`src/rtl/uart_frame_codec_if.sv`:
```
// Byte-level handshake bundle between the framing codec, the UART transceiver
// and the TAP. The codec connects through the slave modport. The TAP/UART side,
// or a bench, connects through the master modport.
interface uart_frame_codec_if;
   // Receive side: UART receiver -> codec -> TAP
   logic [7:0] RX_DATA_I;
   logic       RX_VALID_I;
   logic       READ_I;
   logic [7:0] DATA_REC_O;
   logic       CMD_REC_O;
   logic       RX_EMPTY_O;
   logic       OVERFLOW_O;

   // Transmit side: TAP -> codec -> UART transmitter
   logic       TX_READY_O;
   logic       WRITE_I;
   logic [7:0] DATA_SEND_I;
   logic       SEND_COMMAND_I;
   logic [7:0] COMMAND_I;
   logic [7:0] TX_DATA_O;
   logic       TX_VALID_O;
   logic       TX_READY_I;

   modport master (
      output RX_DATA_I, RX_VALID_I, READ_I,
      output WRITE_I, DATA_SEND_I, SEND_COMMAND_I, COMMAND_I, TX_READY_I,
      input  DATA_REC_O, CMD_REC_O, RX_EMPTY_O, OVERFLOW_O,
      input  TX_READY_O, TX_DATA_O, TX_VALID_O
   );

   modport slave (
      input  RX_DATA_I, RX_VALID_I, READ_I,
      input  WRITE_I, DATA_SEND_I, SEND_COMMAND_I, COMMAND_I, TX_READY_I,
      output DATA_REC_O, CMD_REC_O, RX_EMPTY_O, OVERFLOW_O,
      output TX_READY_O, TX_DATA_O, TX_VALID_O
   );
endinterface

```
`src/rtl/uart_frame_codec.sv`:
```
// Escape-based byte framing between the UART transceiver and the DMI UART TAP.
// Receive path: the escape decoder feeds a first-word-fall-through FIFO of
// {cmd, byte} entries. Transmit path: single requests are expanded into one or
// two escaped UART bytes. The two paths share nothing but the clock and reset.
module uart_frame_codec #(
   parameter logic [7:0]  ESC   = 8'h1B,
   parameter int unsigned DEPTH = 8
) (
   input logic               CLK_I,
   input logic               RST_I,
   uart_frame_codec_if.slave codec_io
);

   localparam int unsigned AW = $clog2(DEPTH);
   localparam int unsigned CW = $clog2(DEPTH) + 1;
   localparam logic [CW-1:0] FullCnt = CW'(DEPTH);

   // ---------------------------------------------------------------------------
   // Receive decoder
   // ---------------------------------------------------------------------------
   typedef enum logic {RxIdle, RxEsc} rx_state_e;

   rx_state_e  rx_state_q;
   logic       push;
   logic [8:0] push_entry;

   // Decide whether the incoming byte completes an entry, and what that entry is
   always_comb begin
      push       = 1'b0;
      push_entry = 9'h000;
      if (codec_io.RX_VALID_I) begin
         case (rx_state_q)
            RxIdle: begin
               if (codec_io.RX_DATA_I != ESC) begin
                  push       = 1'b1;
                  push_entry = {1'b0, codec_io.RX_DATA_I};
               end
            end
            RxEsc: begin
               push = 1'b1;
               // A doubled escape is a literal escape data byte
               if (codec_io.RX_DATA_I == ESC) begin
                  push_entry = {1'b0, ESC};
               end else begin
                  push_entry = {1'b1, codec_io.RX_DATA_I};
               end
            end
         endcase
      end
   end

   // Decoder state tracks whether the previous byte was an unpaired escape
   always_ff @(posedge CLK_I or posedge RST_I) begin
      if (RST_I) begin
         rx_state_q <= RxIdle;
      end else if (codec_io.RX_VALID_I) begin
         case (rx_state_q)
            RxIdle: begin
               if (codec_io.RX_DATA_I == ESC) begin
                  rx_state_q <= RxEsc;
               end
            end
            RxEsc: rx_state_q <= RxIdle;
         endcase
      end
   end

   // ---------------------------------------------------------------------------
   // Receive FIFO
   // ---------------------------------------------------------------------------
   logic [8:0]    mem_q [DEPTH];
   logic [AW-1:0] wr_ptr_q, wr_ptr_d;
   logic [AW-1:0] rd_ptr_q, rd_ptr_d;
   logic [CW-1:0] count_q, count_d;
   logic [8:0]    last_q, last_d;
   logic          overflow_q, overflow_d;

   logic empty;
   logic full;
   logic pop;
   logic push_ok;

   assign empty = (count_q == '0);
   assign full  = (count_q == FullCnt);
   // A read on an empty FIFO is ignored, even if a push lands in the same cycle
   assign pop   = codec_io.READ_I && !empty;
   // A full FIFO still accepts a push when the head leaves in the same cycle
   assign push_ok = push && (!full || pop);

   // Next-state for pointers, occupancy, last popped head and the sticky drop flag
   always_comb begin
      wr_ptr_d   = wr_ptr_q;
      rd_ptr_d   = rd_ptr_q;
      count_d    = count_q;
      last_d     = last_q;
      overflow_d = overflow_q;
      if (push_ok) begin
         wr_ptr_d = wr_ptr_q + 1'b1;
      end
      if (pop) begin
         rd_ptr_d = rd_ptr_q + 1'b1;
         last_d   = mem_q[rd_ptr_q];
      end
      case ({push_ok, pop})
         2'b10:   count_d = count_q + 1'b1;
         2'b01:   count_d = count_q - 1'b1;
         default: count_d = count_q;
      endcase
      if (push && !push_ok) begin
         overflow_d = 1'b1;
      end
   end

   // FIFO control registers
   always_ff @(posedge CLK_I or posedge RST_I) begin
      if (RST_I) begin
         wr_ptr_q   <= '0;
         rd_ptr_q   <= '0;
         count_q    <= '0;
         last_q     <= 9'h000;
         overflow_q <= 1'b0;
      end else begin
         wr_ptr_q   <= wr_ptr_d;
         rd_ptr_q   <= rd_ptr_d;
         count_q    <= count_d;
         last_q     <= last_d;
         overflow_q <= overflow_d;
      end
   end

   // FIFO storage; contents are only observable through valid pointers, so no reset
   always_ff @(posedge CLK_I) begin
      if (push_ok) begin
         mem_q[wr_ptr_q] <= push_entry;
      end
   end

   logic [8:0] head;

   // When empty the head keeps showing the most recently popped entry
   always_comb begin
      head = empty ? last_q : mem_q[rd_ptr_q];
   end

   assign codec_io.DATA_REC_O = head[7:0];
   assign codec_io.CMD_REC_O  = head[8];
   assign codec_io.RX_EMPTY_O = empty;
   assign codec_io.OVERFLOW_O = overflow_q;

   // ---------------------------------------------------------------------------
   // Transmit encoder
   // ---------------------------------------------------------------------------
   typedef enum logic [1:0] {TxIdle, TxFirst, TxSecond} tx_state_e;

   tx_state_e  tx_state_q;
   logic [7:0] tx_data_q;
   logic       tx_valid_q;
   logic       tx_two_q;
   logic [7:0] tx_second_q;

   // Encoder FSM with registered byte/valid outputs; data only changes after a transfer
   always_ff @(posedge CLK_I or posedge RST_I) begin
      if (RST_I) begin
         tx_state_q  <= TxIdle;
         tx_data_q   <= 8'h00;
         tx_valid_q  <= 1'b0;
         tx_two_q    <= 1'b0;
         tx_second_q <= 8'h00;
      end else begin
         unique case (tx_state_q)
            TxIdle: begin
               if (codec_io.WRITE_I) begin
                  tx_state_q <= TxFirst;
                  tx_valid_q <= 1'b1;
                  if (codec_io.SEND_COMMAND_I) begin
                     tx_data_q   <= ESC;
                     tx_second_q <= codec_io.COMMAND_I;
                     tx_two_q    <= 1'b1;
                  end else if (codec_io.DATA_SEND_I == ESC) begin
                     tx_data_q   <= ESC;
                     tx_second_q <= ESC;
                     tx_two_q    <= 1'b1;
                  end else begin
                     tx_data_q <= codec_io.DATA_SEND_I;
                     tx_two_q  <= 1'b0;
                  end
               end
            end
            TxFirst: begin
               if (codec_io.TX_READY_I) begin
                  if (tx_two_q) begin
                     tx_state_q <= TxSecond;
                     tx_data_q  <= tx_second_q;
                  end else begin
                     tx_state_q <= TxIdle;
                     tx_valid_q <= 1'b0;
                  end
               end
            end
            TxSecond: begin
               if (codec_io.TX_READY_I) begin
                  tx_state_q <= TxIdle;
                  tx_valid_q <= 1'b0;
               end
            end
            default: begin
               tx_state_q <= TxIdle;
               tx_valid_q <= 1'b0;
            end
         endcase
      end
   end

   assign codec_io.TX_READY_O = (tx_state_q == TxIdle);
   assign codec_io.TX_DATA_O  = tx_data_q;
   assign codec_io.TX_VALID_O = tx_valid_q;

endmodule

```
`src/flat_wrapper.sv`:
```
// flat-port wrapper written by rule: the top's interface ports become plain ports
module uart_frame_codec_flat 
#(
   parameter logic [7:0]  ESC   = 8'h1B,
   parameter int unsigned DEPTH = 8
)
  (CLK_I, RST_I, codec_io_RX_DATA_I, codec_io_RX_VALID_I, codec_io_READ_I, codec_io_WRITE_I, codec_io_DATA_SEND_I, codec_io_SEND_COMMAND_I, codec_io_COMMAND_I, codec_io_TX_READY_I, codec_io_DATA_REC_O, codec_io_CMD_REC_O, codec_io_RX_EMPTY_O, codec_io_OVERFLOW_O, codec_io_TX_READY_O, codec_io_TX_DATA_O, codec_io_TX_VALID_O);
  uart_frame_codec_if codec_io_i ();
  input logic CLK_I;
  input logic RST_I;
  input wire logic [$bits(codec_io_i.RX_DATA_I)-1:0] codec_io_RX_DATA_I;
  input wire logic [$bits(codec_io_i.RX_VALID_I)-1:0] codec_io_RX_VALID_I;
  input wire logic [$bits(codec_io_i.READ_I)-1:0] codec_io_READ_I;
  input wire logic [$bits(codec_io_i.WRITE_I)-1:0] codec_io_WRITE_I;
  input wire logic [$bits(codec_io_i.DATA_SEND_I)-1:0] codec_io_DATA_SEND_I;
  input wire logic [$bits(codec_io_i.SEND_COMMAND_I)-1:0] codec_io_SEND_COMMAND_I;
  input wire logic [$bits(codec_io_i.COMMAND_I)-1:0] codec_io_COMMAND_I;
  input wire logic [$bits(codec_io_i.TX_READY_I)-1:0] codec_io_TX_READY_I;
  output wire logic [$bits(codec_io_i.DATA_REC_O)-1:0] codec_io_DATA_REC_O;
  output wire logic [$bits(codec_io_i.CMD_REC_O)-1:0] codec_io_CMD_REC_O;
  output wire logic [$bits(codec_io_i.RX_EMPTY_O)-1:0] codec_io_RX_EMPTY_O;
  output wire logic [$bits(codec_io_i.OVERFLOW_O)-1:0] codec_io_OVERFLOW_O;
  output wire logic [$bits(codec_io_i.TX_READY_O)-1:0] codec_io_TX_READY_O;
  output wire logic [$bits(codec_io_i.TX_DATA_O)-1:0] codec_io_TX_DATA_O;
  output wire logic [$bits(codec_io_i.TX_VALID_O)-1:0] codec_io_TX_VALID_O;
  assign codec_io_i.RX_DATA_I = codec_io_RX_DATA_I;
  assign codec_io_i.RX_VALID_I = codec_io_RX_VALID_I;
  assign codec_io_i.READ_I = codec_io_READ_I;
  assign codec_io_i.WRITE_I = codec_io_WRITE_I;
  assign codec_io_i.DATA_SEND_I = codec_io_DATA_SEND_I;
  assign codec_io_i.SEND_COMMAND_I = codec_io_SEND_COMMAND_I;
  assign codec_io_i.COMMAND_I = codec_io_COMMAND_I;
  assign codec_io_i.TX_READY_I = codec_io_TX_READY_I;
  assign codec_io_DATA_REC_O = codec_io_i.DATA_REC_O;
  assign codec_io_CMD_REC_O = codec_io_i.CMD_REC_O;
  assign codec_io_RX_EMPTY_O = codec_io_i.RX_EMPTY_O;
  assign codec_io_OVERFLOW_O = codec_io_i.OVERFLOW_O;
  assign codec_io_TX_READY_O = codec_io_i.TX_READY_O;
  assign codec_io_TX_DATA_O = codec_io_i.TX_DATA_O;
  assign codec_io_TX_VALID_O = codec_io_i.TX_VALID_O;
  uart_frame_codec #(.ESC(ESC), .DEPTH(DEPTH)) u_core (.CLK_I(CLK_I), .RST_I(RST_I), .codec_io(codec_io_i));
endmodule
```
`config.mk`:
```
export PLATFORM = sky130hd
export DESIGN_NAME = uart_frame_codec_flat
export DESIGN_NICKNAME = d
export VERILOG_FILES = /design/src/rtl/uart_frame_codec_if.sv /design/src/rtl/uart_frame_codec.sv /design/src/flat_wrapper.sv
export SDC_FILE = /design/constraint.sdc
export NUM_CORES = 1
export LEC_CHECK = 0
export BUFFER_PORTS_ARGS = -buffer_cell sky130_fd_sc_hd__buf_2
export CORE_ASPECT_RATIO = 0.7
export CORE_MARGIN = 3
export CORE_UTILIZATION = 55
export CTS_CLUSTER_SIZE = 10
export DETAILED_ROUTE_END_ITERATION = 6
export PLACE_DENSITY = 0.75
export SYNTH_ARGS = -nofsm -noshare
export SYNTH_HDL_FRONTEND = slang
export SYNTH_SLANG_ARGS = --single-unit
```
`constraint.sdc`:
```
create_clock -name CLK_I -period 2.6 [get_ports CLK_I]
set_input_delay 0.52 -clock CLK_I [delete_from_list [all_inputs] [get_ports CLK_I]]
set_output_delay 0.52 -clock CLK_I [all_outputs]
set_load 0.01 [all_outputs]
```
[Word level (Yosys, flattened, before mapping)]
Memory sizes are Yosys's and may differ from the RTL's.
Cells that the tools add are included.
Widths: inputs -> output; s select.
Word-level totals
  register bits after elaboration: 41
  bits in writable memories: 72
  input port bits: 31
  output and inout port bits: 21
  memories kept: 1
Memories
  u_core.mem_q: depth 8, width 9, rd ports 1, clocked after memory_dff 0, wr ports 1, line uart_frame_codec.sv:71  | logic [8:0] mem_q [DEPTH];
Operators by class
  add/sub/neg operators: 4
  equal/unequal tests: 13
  muxes and demuxes: 33
  bitwise operators: 1
  reductions and logical operators: 17
Operator list (count)
  $mux 8: 8
  $mux 9: 3
  $pmux 9 s2: 1
  $eq 8x5->1 const B: 2
  $pmux 8 s2: 1
  $mux 1: 11
  $mux 2: 4
  $ne 2x2->1 const B: 4
  $ne 8x5->1 const B: 1
  $pmux 4 s2: 1
  $reduce_and 4->1: 2
  $add 3x1->3 const B: 2
  $pmux 2 s3: 1
  $reduce_and 3->1: 2
  $reduce_bool 2->1: 3
  $add 4x1->4 const B: 1
  $eq 2x1->1 const B: 2
  $eq 2x2->1 const B: 2
  $eq 4x4->1 const B: 1
  $logic_not 4->1: 1
  $pmux 1 s2: 2
  $sub 4x1->4 const B: 1
  $logic_and 1x1->1: 3
  $logic_not 1->1: 3
  6 further kinds: 6

[Depth between registers and ports, before layout]
  depth in word-level cells: 7
  mapped depth: 12
  gate-level depth less buffers: 11

[Worst setup path before layout]
Ideal clock, no wire load.
  path type: input to register
  start: input port codec_io_RX_DATA_I[7]
  end: register u_core.count_q[2]
  arrival time: 2.263 ns
  required time: 2.474 ns
  slack: 0.211 ns
  cell stages on the path: 11
  path buffers: 0
  cell sequence: nor4b_2 nand3b_2 and3_4 inv_1 ha_1 xor2_1 ha_1 a21oi_1 xor2_1 nor2_1 xor2_1
Between the ends
  word-level cells in the longest chain between the ends: 7
RTL lines
  start, declared: line flat_wrapper.sv:11  | input wire logic [$bits(codec_io_i.RX_DATA_I)-1:0] codec_io_RX_DATA_I;
  $ne 8x5->1 *: line uart_frame_codec.sv:34  | if (codec_io.RX_DATA_I != ESC) begin
  $mux 1 *: line uart_frame_codec.sv:34
  $pmux 1 s2 *: line uart_frame_codec.sv:32  | case (rx_state_q)
  $mux 1 *: line uart_frame_codec.sv:31  | if (codec_io.RX_VALID_I) begin
  $logic_and 1x1->1 *: line uart_frame_codec.sv:88  | assign push_ok = push && (!full || pop);
  $eq 2x1->1 or $eq 2x2->1 (tied branches): line uart_frame_codec.sv:104  | case ({push_ok, pop})
  $pmux 4 s2 or $reduce_bool 2->1 (tied branches)
  end signal, assigned: line uart_frame_codec.sv:125  | count_q <= count_d;
  end, declared: line uart_frame_codec.sv:74  | logic [CW-1:0] count_q, count_d;
Mark *: on every way between the ends. The rest lies on a longest branch, timed or not.
A chain may end at the register's enable or synchronous reset.

[Worst setup path in the final report]
  start: register u_core.rd_ptr_q[0]
  end: output port codec_io_DATA_REC_O[3]
Between the ends
  word-level cells in the longest chain between the ends: 2
RTL lines
  start, declared: line uart_frame_codec.sv:73  | logic [AW-1:0] rd_ptr_q, rd_ptr_d;
  start signal, assigned: line uart_frame_codec.sv:124  | rd_ptr_q <= rd_ptr_d;
  $mem_v2 8x9
  $mux 9: line uart_frame_codec.sv:142  | head = empty ? last_q : mem_q[rd_ptr_q];
  end, declared: line flat_wrapper.sv:19  | output wire logic [$bits(codec_io_i.DATA_REC_O)-1:0] codec_io_DATA_REC_O;
Every way passes these cells.

==> results.json <==
{
  "status": "completed",
  "required_ns": 2.08,
  "power_mw": 7.75,
  "synth_async_sr_flop_share_pct": 36.3,
  "multiInputGateArea_um2": 1550,
  "synth.top_cell.area_share_pct": 45.0,
  "drt_iter0_markers": 246,
  "insertedDiodeCount": 0,
  "synth_seq_cells": 113,
  "timing.final.ws_setup_ns": 0.0480,
  "fin_setup_tns_ns": 0,
  "grt_max_degree": 42,
  "post-place-cells": 494,
  "cts_made_buffers": 17,
  "crit_type": "reg -> out",
  "finalHoldWorstSlack_ns": 0.235,
  "syn_nets": 362,
  "drt-total-wl_um": 11000,
  "cts_buffer_depth": 2,
  "synth_edf_count": 72,
  "synth_flop_cell": "edfxtp_1",
  "antenna_found_initial": 0,
  "cts_max_level": 4,
  "cp_max_fo": 5,
  "worstMarginPinSlew_ns": 0.939,
  "post-route-period-util_pct": 98.2,
  "vias": 2993,
  "final_hold_viol_count": 0,
  "gr-usage-met2_pct": 33.5,
  "antenna_left": 0,
  "clk_pin_slew_ns": 0.05,
  "core.rowCount": 27,
  "crit_path_end_kind": "primary output",
  "syn_area_um2": 4810,
  "nFillCells": 512,
  "overflow": 0,
  "use_met3_pct": 7.54,
  "finClkSkew_ns": 0.00921,
  "synth_common_cells": "72 x edfxtp_1, 41 x dfrtp_1, 38 x nand2_1",
  "synth.yosys.seq_area_share_pct": 66.3,
  "die_w_um": 118,
  "syn_inst": 326,
  "cap_violations": 0,
  "grt_pass1_vias": 3067,
  "grt_first_pass_wirelength_um": 17300,
  "cp_data_arrival_time_ns": 2.03,
  "clock-sinks": 113,
  "grtUsageMet1_pct": 33.8,
  "track_usage_pct": 23.4,
  "drv_slew": 0,
  "fin_cells": 530,
  "fin_crit_ns": 2.55,
  "globalplace.congestion": 0.810,
  "io_pins": 52,
  "postSynthAreaPerCell_um2": 14.8,
  "nNetsFinal": 438,
  "ff_latch_area_um2": 3190,
  "setup_viol": 0,
  "area_delta_synth_final_pct": 24.8,
  "clk_root_buffer_cell": "clkbuf_16",
  "powerDensity_nw_per_um2": 1290,
  "core_um2": 8180,
  "startpoint_type": "flop",
  "detailed_place_hpwl_um": 6580,
  "ys.warnings.count": 0,
  "hold_class": "in -> async",
  "grt_setup_unrepaired": "true",
  "dp_slack_ns": 0.0686,
  "synthDistinctLibCells": 44,
  "cts_tree": "yes",
  "p_leak_nw": 2.35,
  "clock_latency_ns": 0.41,
  "grt-busiest-layer": "met1",
  "port_buffers": 51,
  "first_pass_iters": 4,
  "irDropWorstVdd_mv": 0.758,
  "die_area_um2": 9920,
  "yosysMostFrequentCell": "edfxtp_1",
  "drive_gt1_share_pct": 32.4,
  "fmax_mhz": 392,
  "yosys-top-cells-area": "edfxtp_1 45%, dfrtp_1 21%, mux4_1 4.9%",
  "ff2ff_setup_slack_ns": 0.17,
  "die_y_um": 84.2,
  "drc": 0,
  "via_per_inst": 5.65,
  "max_slew_margin_pct": 37.2,
  "wl_per_cell_um": 20.7,
  "start_util_pct": 58.8,
  "synth_top_area_cell": "edfxtp_1"
}
-- what timing repair did --
action | 4_1_cts | 5_1_grt
pin swaps | 0 | 1
resized for setup | 7 | 21
gates cloned | 1 | 1
hold buffers | 0 | 0
endpoints found under the setup margin | 3 | 10
setup buffers | 1 | 3
-- final cells by class --
cell class                 count  share of cell area (%)
inverter                       4                   0.250
tap                          116                    2.42
clock inverter                13                    3.61
clock buffer                  18                    7.15
multi-input combinational    194                    25.8
sequential                   113                    53.1
timing repair buffer          72                    7.59
-- path summary, 6_finish.rpt --
check,cells past startpoint,startpoint,to
worst min-delay path,3,RST_I,u_core.codec_io.TX_VALID_O
min in group CLK_I,2,codec_io_COMMAND_I[2],u_core.tx_second_q[2]
worst min register to register,2,u_core.last_q[7],u_core.last_q[7]
max in group asynchronous,3,RST_I,u_core.count_q[1]
worst max register to register,11,u_core.count_q[0],u_core.count_q[2]
worst max-delay path,5,u_core.rd_ptr_q[0],codec_io_DATA_REC_O[3]
-- cells in the final DEF, fill, tap and decap left out, drive strengths merged, types with 2 or more instances in the layout --
master,n
nand3,2
and2,4
nand4b,2
clkinv,5
xor2,4
a21oi,13
nor2,18
bufinv,6
clkbuf,19
edfxtp,72
mux2,2
nor4,2
mux2i,9
inv,4
nand2,38
a22o,4
nor3,3
nand2b,7
clkinvlp,2
o21bai,2
dfrtp,41
nand4,2
buf,71
xnor2,5
nor3b,5
nand3b,2
ha,5
mux4,18
o21ai,28
o22a,4
and3,6
-- kinds of logic (layout without fill, tap and decap cells) --
family,Yosys count,after routing,share of synthesized area [%]
AOI/OAI and AO/OA,57,57,7.08
xor gates and xnor gates,9,9,1.64
adders and majority gates,5,5,1.30
buffers and inverters,19,107,2.24
DFF,113,113,66.3
muxes,29,29,11.6
and+or+nand+nor,94,94,9.91
-- power by group --
part | total [mW] | switching (mW) | internal (mW)
sequential | 2.77 | 0.364 | 2.41
clock | 2.55 | 0.775 | 1.77
combinational | 2.42 | 1.26 | 1.17
total | 7.75 | 2.40 | 5.35
-- layer usage --
metal | vias to the layer above | part of all wire (%)
met2 | 139 | 46
met4 | 0 | 0.88
met3 | 9 | 9.1
met5 | - | 0
met1 | 1466 | 44
li1 | 1379 | -
-- metrics by stage --
| stage | util, % | cell area, um2 |
|---|---|---|
| after floorplan | - | 4810 |
| after global placement | 64.3 | 5260 |
| after detailed placement | 64.3 | 5260 |
| after CTS | 72.8 | 5950 |
| after global routing | 73.4 | 6000 |
| final | 73.4 | 6000 |
-- flip-flops by register name, indices dropped and copies added (netlist names) --
register and count:
u_core.rd_ptr_q 3, u_core.wr_ptr_q 3, u_core.mem_q 72, u_core.codec_io.TX_DATA_O 8, u_core.codec_io.OVERFLOW_O 1, u_core.tx_second_q 8, u_core.rx_state_q 1, u_core.tx_two_q 1
u_core.tx_state_q 2, u_core.last_q 9, u_core.count_q 4, u_core.codec_io.TX_VALID_O 1
-- critical path, cell delays in order (launching register included) --
cell and delay, ns:
dfrtp_2 0.46, clkbuf_16 0.19, mux4_2 0.54, mux2i_4 0.20, o21ai_0 0.09, buf_2 0.14
(Power assumes the default switching activity.)
